<file path="src/rtl/matrix_pkg.sv">
// Shared definitions for the 3x3 matrix blocks: element geometry, the
// sequencer state type and the flattened-bus offset helper.
package matrix_pkg;

    localparam int MAT_N  = 3;
    localparam int ELEM_W = 8;

    typedef enum logic [1:0] {
        IDLE,
        ISSUE,
        BLANK,
        WAIT
    } state_t;

    // Bit offset of element (row, col) inside a row-major flattened matrix bus.
    function automatic int elem_off(input int row, input int col);
        return ELEM_W * (MAT_N * row + col);
    endfunction

endpackage

</file>
<file path="src/rtl/ijk_counter.sv">
// Nested (i, j, k) index counter for the MAC term sequence; k is innermost
// and all three indices wrap to zero after the (2,2,2) term.
module ijk_counter
    import matrix_pkg::*;
(
    input  logic       clk,
    input  logic       Reset,
    input  logic       clear,
    input  logic       step,
    output logic [1:0] i,
    output logic [1:0] j,
    output logic [1:0] k,
    output logic       last_k,
    output logic       last_all
);

    localparam logic [1:0] LAST = 2'(MAT_N - 1);

    assign last_k   = (k == LAST);
    assign last_all = last_k && (j == LAST) && (i == LAST);

    always_ff @(posedge clk) begin
        // NOTE: state registers use non-blocking assignments so every flop
        // samples pre-edge values regardless of statement order.
        if (Reset || clear) begin
            i <= '0;
            j <= '0;
            k <= '0;
        end else if (step) begin
            if (!last_k) begin
                k <= k + 2'd1;
            end else begin
                k <= '0;
                if (j != LAST) begin
                    j <= j + 2'd1;
                end else begin
                    j <= '0;
                    i <= (i == LAST) ? 2'd0 : i + 2'd1;
                end
            end
        end
    end

endmodule

</file>
<file path="src/rtl/matrix_mac_sched.sv">
// 3x3 matrix product Out = A*B (mod 256) computed by sequencing 27 terms
// through one external MAC over a Load/Done handshake.
module matrix_mac_sched
    import matrix_pkg::*;
#(
    parameter int N       = 3,
    parameter int TIMEOUT = 255
) (
    input  logic                      clk,
    input  logic                      Reset,
    input  logic                      Load,
    input  logic [N*N*ELEM_W-1:0]     A,
    input  logic [N*N*ELEM_W-1:0]     B,
    output logic [N*N*ELEM_W-1:0]     Out,
    output logic                      Done,
    output logic                      Err,
    output logic                      mac_load,
    output logic [ELEM_W-1:0]         mac_b,
    output logic [ELEM_W-1:0]         mac_c,
    output logic [ELEM_W-1:0]         mac_ain,
    input  logic                      mac_done,
    input  logic [ELEM_W-1:0]         mac_aout
);

    localparam int TO_W = $clog2(TIMEOUT + 1);

    state_t                state, state_nx;
    logic [N*N*ELEM_W-1:0] a_reg, b_reg;
    logic [ELEM_W-1:0]     a_m   [MAT_N][MAT_N];
    logic [ELEM_W-1:0]     b_m   [MAT_N][MAT_N];
    logic [ELEM_W-1:0]     out_m [MAT_N][MAT_N];
    logic [ELEM_W-1:0]     acc;
    logic [ELEM_W-1:0]     hold_b, hold_c, hold_ain;
    logic [ELEM_W-1:0]     issue_b, issue_c, issue_ain;
    logic [TO_W-1:0]       tmo_cnt;
    logic                  tmo_hit;
    logic                  cnt_clear, cnt_step;
    logic [1:0]            cnt_i, cnt_j, cnt_k;
    logic                  last_k, last_all;

    ijk_counter u_ijk (
        .clk      (clk),
        .Reset    (Reset),
        .clear    (cnt_clear),
        .step     (cnt_step),
        .i        (cnt_i),
        .j        (cnt_j),
        .k        (cnt_k),
        .last_k   (last_k),
        .last_all (last_all)
    );

    always_comb begin
        for (int r = 0; r < MAT_N; r++) begin
            for (int c = 0; c < MAT_N; c++) begin
                a_m[r][c] = a_reg[elem_off(r, c) +: ELEM_W];
                b_m[r][c] = b_reg[elem_off(r, c) +: ELEM_W];
                Out[elem_off(r, c) +: ELEM_W] = out_m[r][c];
            end
        end
    end

    // The 27-way operand mux: A[i][k], B[k][j], and the running sum for k>0.
    assign issue_b   = a_m[cnt_i][cnt_k];
    assign issue_c   = b_m[cnt_k][cnt_j];
    assign issue_ain = (cnt_k == 2'd0) ? '0 : acc;

    assign mac_load = (state == ISSUE);
    assign mac_b    = mac_load ? issue_b   : hold_b;
    assign mac_c    = mac_load ? issue_c   : hold_c;
    assign mac_ain  = mac_load ? issue_ain : hold_ain;

    assign tmo_hit = (tmo_cnt == TO_W'(TIMEOUT - 1));

    always_comb begin
        // NOTE: every signal gets a default before the case so no path can
        // leave it unassigned and infer a latch.
        state_nx  = state;
        cnt_clear = 1'b0;
        cnt_step  = 1'b0;
        case (state)
            IDLE: begin
                if (Load) begin
                    state_nx  = ISSUE;
                    cnt_clear = 1'b1;
                end
            end
            ISSUE: state_nx = BLANK;
            BLANK: state_nx = WAIT;
            WAIT: begin
                if (mac_done) begin
                    cnt_step = 1'b1;
                    state_nx = last_all ? IDLE : ISSUE;
                end else if (tmo_hit) begin
                    state_nx = IDLE;
                end
            end
            default: state_nx = IDLE;
        endcase
    end

    always_ff @(posedge clk) begin
        if (Reset) begin
            state    <= IDLE;
            a_reg    <= '0;
            b_reg    <= '0;
            acc      <= '0;
            Done     <= 1'b1;
            Err      <= 1'b0;
            tmo_cnt  <= '0;
            hold_b   <= '0;
            hold_c   <= '0;
            hold_ain <= '0;
            // NOTE: the result array is reset element by element because Out
            // must read zero after reset; it is nine flops, not a RAM.
            for (int r = 0; r < MAT_N; r++) begin
                for (int c = 0; c < MAT_N; c++) begin
                    out_m[r][c] <= '0;
                end
            end
        end else begin
            state <= state_nx;
            case (state)
                IDLE: begin
                    if (Load) begin
                        a_reg <= A;
                        b_reg <= B;
                        acc   <= '0;
                        Err   <= 1'b0;
                        Done  <= 1'b0;
                    end
                end
                ISSUE: begin
                    hold_b   <= issue_b;
                    hold_c   <= issue_c;
                    hold_ain <= issue_ain;
                end
                BLANK: tmo_cnt <= '0;
                WAIT: begin
                    if (mac_done) begin
                        acc <= mac_aout;
                        if (last_k) begin
                            out_m[cnt_i][cnt_j] <= mac_aout;
                        end
                        if (last_all) begin
                            Done <= 1'b1;
                        end
                    end else if (tmo_hit) begin
                        Err  <= 1'b1;
                        Done <= 1'b1;
                    end else begin
                        tmo_cnt <= tmo_cnt + TO_W'(1);
                    end
                end
                default: ;
            endcase
        end
    end

endmodule

</file>
<file path="config.mk">
export PLATFORM = sky130hd
export DESIGN_NAME = matrix_mac_sched
export DESIGN_NICKNAME = d
export VERILOG_FILES = /design/src/rtl/matrix_pkg.sv /design/src/rtl/ijk_counter.sv /design/src/rtl/matrix_mac_sched.sv
export SDC_FILE = /design/constraint.sdc
export NUM_CORES = 1
export LEC_CHECK = 0
export ABC_AREA = 1
export CAP_MARGIN = 10
export CORE_MARGIN = 2
export CORE_UTILIZATION = 50
export DETAILED_ROUTE_END_ITERATION = 16
export PLACE_DENSITY_LB_ADDON = 0.25
export SYNTH_ARGS = -nofsm -noshare
export SYNTH_HDL_FRONTEND = slang
export SYNTH_SLANG_ARGS = --single-unit
</file>
<file path="constraint.sdc">
create_clock -name clk -period 3.3 [get_ports clk]
set_input_delay 0.33 -clock clk [delete_from_list [all_inputs] [get_ports clk]]
set_output_delay 0.33 -clock clk [all_outputs]
set_load 0.1 [all_outputs]
</file>
Yosys cells after proc, flatten, opt, wreduce, memory -nomap -nowiden
Memory sizes are Yosys's and may differ from the RTL's.
Index checks and enable logic that the tools add are counted.
{"block": "totals", "ramBits": 72, "word_cells": 111, "n_memories": 1, "output_inout_bits": 99, "reg_bits": 194, "input_bits": 156}
{"memory": "out_m", "words": 3, "width": 24, "rd": 3, "rd_ports_with_merged_regs": 0, "wr": 3, "line_no": "matrix_mac_sched.sv:31", "source": "logic [ELEM_W-1:0] out_m [MAT_N][MAT_N];"}
{"block": "classes", "n_bitwise": 4, "n_addsub": 4, "n_eq_ne": 15, "n_lt_le_gt_ge": 4, "n_mux": 53, "reduce_logical": 17}
{"cell": "$mux 24", "count": 7}
{"cell": "$mux 8", "count": 13}
{"cell": "$bmux 24 s2", "count": 2}
{"cell": "$bmux 8 s2", "count": 2}
{"cell": "$pmux 8 s2", "count": 2}
{"cell": "$reduce_or 24->1", "count": 1}
{"cell": "$demux 8 s2", "count": 1}
{"cell": "$mux 1", "count": 16}
{"cell": "$mux 2", "count": 7}
{"cell": "$ne 2x2->1 const B", "count": 6}
{"cell": "$eq 2x2->1 const B", "count": 5}
{"cell": "$ge 3x3->1 const B", "count": 3}
{"cell": "$not 2->3", "count": 3}
{"cell": "$reduce_and 3->1", "count": 3}
{"cell": "$add 8x1->8 const B", "count": 1}
{"cell": "$eq 8x8->1 const B", "count": 1}
{"cell": "$pmux 2 s4", "count": 1}
{"cell": "$reduce_and 4->1", "count": 2}
{"cell": "$add 2x1->2 const B", "count": 3}
{"cell": "$ne 3x3->1 const B", "count": 2}
{"cell": "$reduce_and 2->1", "count": 3}
{"cell": "$logic_not 2->1", "count": 2}
{"cell": "$pmux 1 s2", "count": 2}
{"cell": "$reduce_bool 2->1", "count": 2}
{"cell": "5 further kinds", "count": 7}

Depth between registers and ports, before layout
{"block": "logic_depth", "ltp_word": 8, "ltp_mapped": 11, "depth_no_buf": 10}

Cells and area by module
From an unflattened synthesis, not the netlist that was laid out.
{"block": "unflattened", "hier_cells": 1446, "area_unflattened_um2": 11254.5}
{"module": "matrix_mac_sched", "n_inst": 1, "seq_area_each_um2": 5925.7, "cells_per_inst": 1404, "area_per_inst_um2": 10968.0}
{"module": "ijk_counter", "n_inst": 1, "seq_area_each_um2": 120.1, "cells_per_inst": 42, "area_per_inst_um2": 286.5}

Least setup slack after synthesis
OpenSTA, ideal clock, no wires.
{"block": "synth_timing", "path_kind": "register -> output", "from": "reg state[1]", "to": "out mac_b[0]", "required_ps": 2970, "path_buffers": 2, "stages_incl_launch_ff": 7, "setup_slack_ps": -147, "t_arrival_ps": 3117, "cell_sequence": "dfxtp_1 -> inv_1 -> ha_1 -> clkbuf_1 -> clkbuf_1 -> nor2_1 -> nor2_1"}
{"block": "synth_via", "elab_chain_cells": 2}
{"element": "from (decl)", "line_no": "matrix_mac_sched.sv:27", "source": "state_t state, state_nx;"}
{"element": "from (signal assigned)", "line_no": "matrix_mac_sched.sv:122", "source": "state <= state_nx;"}
{"element": "$eq 2x1->1", "line_no": "matrix_mac_sched.sv:68", "source": "assign mac_load = (state == ISSUE);"}
{"element": "net mac_load", "line_no": "matrix_mac_sched.sv:17", "source": "output logic mac_load,"}
{"element": "$mux 8"}
{"element": "to (decl)", "line_no": "matrix_mac_sched.sv:18", "source": "output logic [ELEM_W-1:0] mac_b,"}
The timed path passes the listed nets, and every way through them passes these cells.

Final worst setup path
{"block": "layout_timing", "from": "reg u_ijk.k[1]", "to": "out mac_ain[7]"}
{"block": "layout_via", "elab_chain_cells": 3}
{"element": "from (decl)", "line_no": "ijk_counter.sv:12", "source": "output logic [1:0] k,"}
{"element": "from (signal assigned)", "line_no": "ijk_counter.sv:31", "source": "k <= k + 2'd1;"}
{"element": "$logic_not 2->1", "line_no": "matrix_mac_sched.sv:66", "source": "assign issue_ain = (cnt_k == 2'd0) ? '0 : acc;"}
{"element": "$mux 8", "line_no": "matrix_mac_sched.sv:66"}
{"element": "$mux 8"}
{"element": "to (decl)", "line_no": "matrix_mac_sched.sv:20", "source": "output logic [ELEM_W-1:0] mac_ain,"}
No other way between the ends.

==> results.json <==
{
  "outcome": "finished, final reports clean",
  "via_per_inst": 5.34,
  "cp_cell_sequence": "nor2_4 -> inv_1 -> nand3_1 -> nand2_1 -> buf_12",
  "coreArea_sq_um": 21800,
  "grt_pass1_wl_um": 50500,
  "max_cap_violations": 0,
  "finalCritPeriodShare": 0.907,
  "drc": 0,
  "timing.setup.tns_ps": 0,
  "clk_pin_slew_ps": 60,
  "totalWireLength_um": 31700,
  "dpl.cell_count": 1895,
  "yosysTopAreaCell": "dfxtp_1",
  "ys_ff_latch": 266,
  "grtUsageMet1": 0.369,
  "fmax_mhz": 334,
  "r2r-start": "u_ijk.k[1]$_SDFFE_PP0P_",
  "cts_resized": 0,
  "clock_sinks": 266,
  "synth.area.top_cells": "dfxtp_1 (35%), edfxtp_1 (19%), nor2_1 (14%)",
  "start_util": 0.509,
  "startpoint": "u_ijk.k[1]$_SDFFE_PP0P_",
  "htree_levels": 1,
  "required_ps": 2970,
  "synth_nets": 1591,
  "layout-drive-gt1-share": 0.0764,
  "hold_path_startpoint": "Reset",
  "num_vias": 10400,
  "min_period_ps": 2990,
  "vdd.ir_drop.worst_uv": 559,
  "drv_slew": 0,
  "arrival_ps": 2660,
  "use_met3": 0.0422,
  "grt_overflow": 0,
  "fin_nets": 1806,
  "critPathSlowestCell": "nor2_4",
  "critPathCaptureType": "primary output",
  "die-area_sq_um": 23400,
  "rsz0062_at_grt": "false",
  "track_usage": 0.265,
  "clk_path_buf_depth": 3,
  "slew_headroom": 0.333,
  "cts_root_buffer": "clkbuf_16",
  "cts_hold_buffers": 0,
  "critPathMaxFanout": 34,
  "finalNonFillerCells": 1942,
  "leakagePower_nw": 6.03,
  "drt_pre_antenna_iters": 5,
  "cts_tree": "yes",
  "grt_start_max_net_pins": 116,
  "area_delta_synth_final_pct": 35.2,
  "antenna_found_initial": 0,
  "setup_violations": 0,
  "yosysSeqAreaShare": 0.545,
  "grt.busiest_layer": "met2",
  "clk_latency_ps": 530,
  "synth_top_area_frac": 0.350,
  "dp_hpwl_um": 22500,
  "grt_pass1_vias": 9628,
  "routedWlPerCell_um": 16.3,
  "ant_nets": 0,
  "power_density_nw_per_um2": 829,
  "gp_congestion": 0.907,
  "slowest_delay_ps": 740,
  "insertedDiodeCount": 0,
  "crit_type": "reg -> out",
  "start_kind": "flip-flop",
  "ioPinCount": 255,
  "fin_util": 0.688,
  "synth.distinct_cells": 29,
  "drt_iter0_markers": 810,
  "hold_class": "in -> reg",
  "postCtsSetupRepairBufs": 0,
  "synth.avg_cell_area_sq_um": 7.77,
  "syn_inst": 1428,
  "synth_area_sq_um": 11100,
  "hold_viol_final": 0,
  "yosysWarnings": 0,
  "die_h_um": 153,
  "rows": 54,
  "worst_pin_slew_ps": 998,
  "die_width_um": 153,
  "grt_use_met2": 0.432,
  "final.setup_skew_ps": 16.7,
  "cts_buffers": 26,
  "port_buffers": 254,
  "holdWs_ps": 311
}
## kinds of logic after synthesis
family	count (synthesis)	synth area share
AND/OR/NAND/NOR	837	0.313
flip-flops	266	0.545
AO/OA/AOI/OAI	184	0.0854
buffers and inverters	133	0.0486
adder cells (fa/ha/maj)	7	0.00789
XOR/XNOR	1	0.000789
## layout make-up
class | count | area, sq um
fillers | 1799 | 6810
flip-flops and latches | 266 | 6050
multi-input cells | 1029 | 4560
repair buffers | 273 | 2960
clock buffers | 40 | 830
well taps | 280 | 350
inverters | 47 | 186
clock inverters | 7 | 82.6
## per-stage QoR
stage | instance area, sq um | setup slack [ps] | total power, mW
floorplan | 11100 | 300 | 7.70
detailed placement | 14100 | 798 | 9.38
global route | 15000 | 161 | 13.0
finish | 15000 | 307 | 12.4
global placement | 14100 | 822 | 9.29
CTS | 15000 | 334 | 12.5
## critical path, delay by kind of cell (launching register included)
family	cells	cell delay [ps]
buffers and inverters	2	540
flip-flops	1	490
AND/OR/NAND/NOR	3	1080
## routing by layer
metal / vias up / routed length [um]
li1: 5085 / -
met1: 4746 / 13400
met2: 478 / 14800
met3: 55 / 2710
met4: 0 / 746
met5: - / 0
## path summary, 6_finish.rpt
path                                                   end  slack (ps)  cells after the start
worst max-delay path                            mac_ain[7]         310                      5
worst min register to register         acc[5]$_SDFFE_PP0P_         470                      2
worst max register to register  out_m[2][17]$_SDFFCE_PN0P_         830                      9
worst min-delay path                b_reg[64]$_SDFFE_PP0P_         310                      4
## layout by cell type, fill, tap and decap left out, types with 6 or more instances in the layout
master / Yosys / routed
nor2_1: 426 / 410
clkdlybuf4s50_1: 0 / 228
nand2_1: 214 / 213
dfxtp_1: 194 / 194
nand3_1: 162 / 162
o21ai_0: 150 / 150
edfxtp_1: 72 / 72
inv_1: 40 / 41
clkbuf_16: 0 / 30
a21oi_1: 28 / 28
buf_12: 0 / 27
nor3_1: 17 / 17
nor2_2: 1 / 17
buf_4: 3 / 17
ha_1: 7 / 7
nand2_4: 5 / 6
## synth_stat cells
cell      number
inv_1         40
edfxtp_1      72
inv_4          2
nor2_2         1
buf_1          4
ha_1           7
nand2_2        5
a21boi_1       1
buf_4          3
o21ai_0      150
nor2_8         1
nor3_1        17
dfxtp_1      194
buf_2         19
xor2_1         1
a21oi_1       28
nand2_1      214
inv_2          5
nor2_4         4
clkbuf_1      60
o211ai_1       1
o211ai_4       1
nor2_1       426
nand3b_1       1
nand3_1      162
a31oi_1        1
a211oi_1       2
nand2_4        5
or2_0          1
## power breakdown
part	internal [mW]	switching (mW)	leakage, nW	total, mW
Sequential	4.00	0.363	2.33	4.36
Clock	1.88	1.23	0.459	3.11
Combinational	1.60	3.36	3.24	4.96
No activity file was read; power rests on OpenSTA's default activity.
==> variant, RTL diff (config.mk and constraints unchanged) <==
The parameter `TIMEOUT` goes from 255 to 510.
--- a/src/rtl/matrix_mac_sched.sv
+++ b/src/rtl/matrix_mac_sched.sv
@@ -4,7 +4,7 @@
     import matrix_pkg::*;
 #(
     parameter int N       = 3,
-    parameter int TIMEOUT = 255
+    parameter int TIMEOUT = 510
 ) (
     input  logic                      clk,
     input  logic                      Reset,
Function: no difference found for any inputs over 4 cycles, from zero or initial values and one cycle with Reset high; that may be too few to reach the edited logic, so the function may still have changed.
==> variant against the original RTL <==
- routed wire length is 1.8% lower
- die area is 0.90% higher
- area after synthesis is 0.92% higher
- clock power hardly changed
- fmax is 6.5% higher
- register-to-register slack better by 60 ps
- non-clock buffer count is 4 higher
- sequential cell count is 1 higher
- critical path type unchanged
- setup slack better by 180 ps
- total power is 0.41% higher
- cell area is 0.87% higher
- clock skew is 7.7 ps lower
==> variant: results (changes against the original RTL) <==
r2r-end: "out_m[0][13]$_SDFFCE_PN0P_"
register_area_um2: 6070  # +0.33%
track_usage_pct: 25.9  # -0.62 points
syn_nets: 1598  # +0.44%
hold_ws_ps: 262  # -49.9 ps
crit_slowest_cell: "nor2_2"
regToRegSetupSlack_ps: 890  # +60 ps
synth.avg_cell_area_um2: 7.81  # +0.43%
drive_above_1_share_pct: 8.85  # +1.2 points
ir_drop_mv: 0.607  # +8.5%
nFlopsAndLatches: 267  # +0.38%
power_switching_share_pct: 40.1  # +0.33 points
met2_length_um: 14600  # -1.4%
clockBufferCount: 30  # -25%
grtUsageMet1_pct: 34.9  # -2.0 points
grt_use_met3_pct: 3.58  # -0.65 points
nNonClkInverters: 48  # +2.1%
buffer_area_share_pct: 19.8  # +0.11 points
synthTopCellsByArea: "dfxtp_1 35%, edfxtp_1 19%, nor2_1 14%, nand3_1 7.3%, nand2_1 7.2%"
grt_max_degree: 73  # -37%
whs_path_depth: 3  # -1
cp_max_fo: 23  # -32%
stdcell_count: 1954  # +0.62%
p_leak_nw: 6.04  # +0.17%
status: "complete, no violations"
-- variant: cell types whose count changed in the layout (fill, tap and decap cells not counted), sizes merged, moves of 4 or more --
cell	unedited run	this run
clkinvlp	0	8
clkinv	3	7
clkbuf	40	30
nor2	432	427
buf	45	49
-- variant: cells by family after synthesis --
kind of cell | count (synthesis) | synth area share, %
adder cells (fa/ha/maj) | 7 | 0.782
flip-flops | 267 | 54.1
buffers and inverters | 135 | 4.96
AND/OR/NAND/NOR | 838 | 31.4
AO/OA/AOI/OAI | 186 | 8.53
XOR/XNOR | 2 | 0.156
-- variant: per-stage QoR --
step                      area [um^2]  worst slack [ps]  util, %
final                           15100               488     69.2
after global routing            15100               349     69.2
after CTS                       15100               466     69.2
after detailed placement        14200               889     65.0
after global placement          14200               926     65.0
after floorplan                 11200               287        -
-- variant: worst reg2reg max path: stages (launching register included) --
cell	delay, ps
dfxtp_1	410
ha_1	400
nand2_2	220
inv_2	130
nand2_2	80
inv_2	120
o211ai_4	140
nor2_4	180
nand2_4	100
nand2_1	320
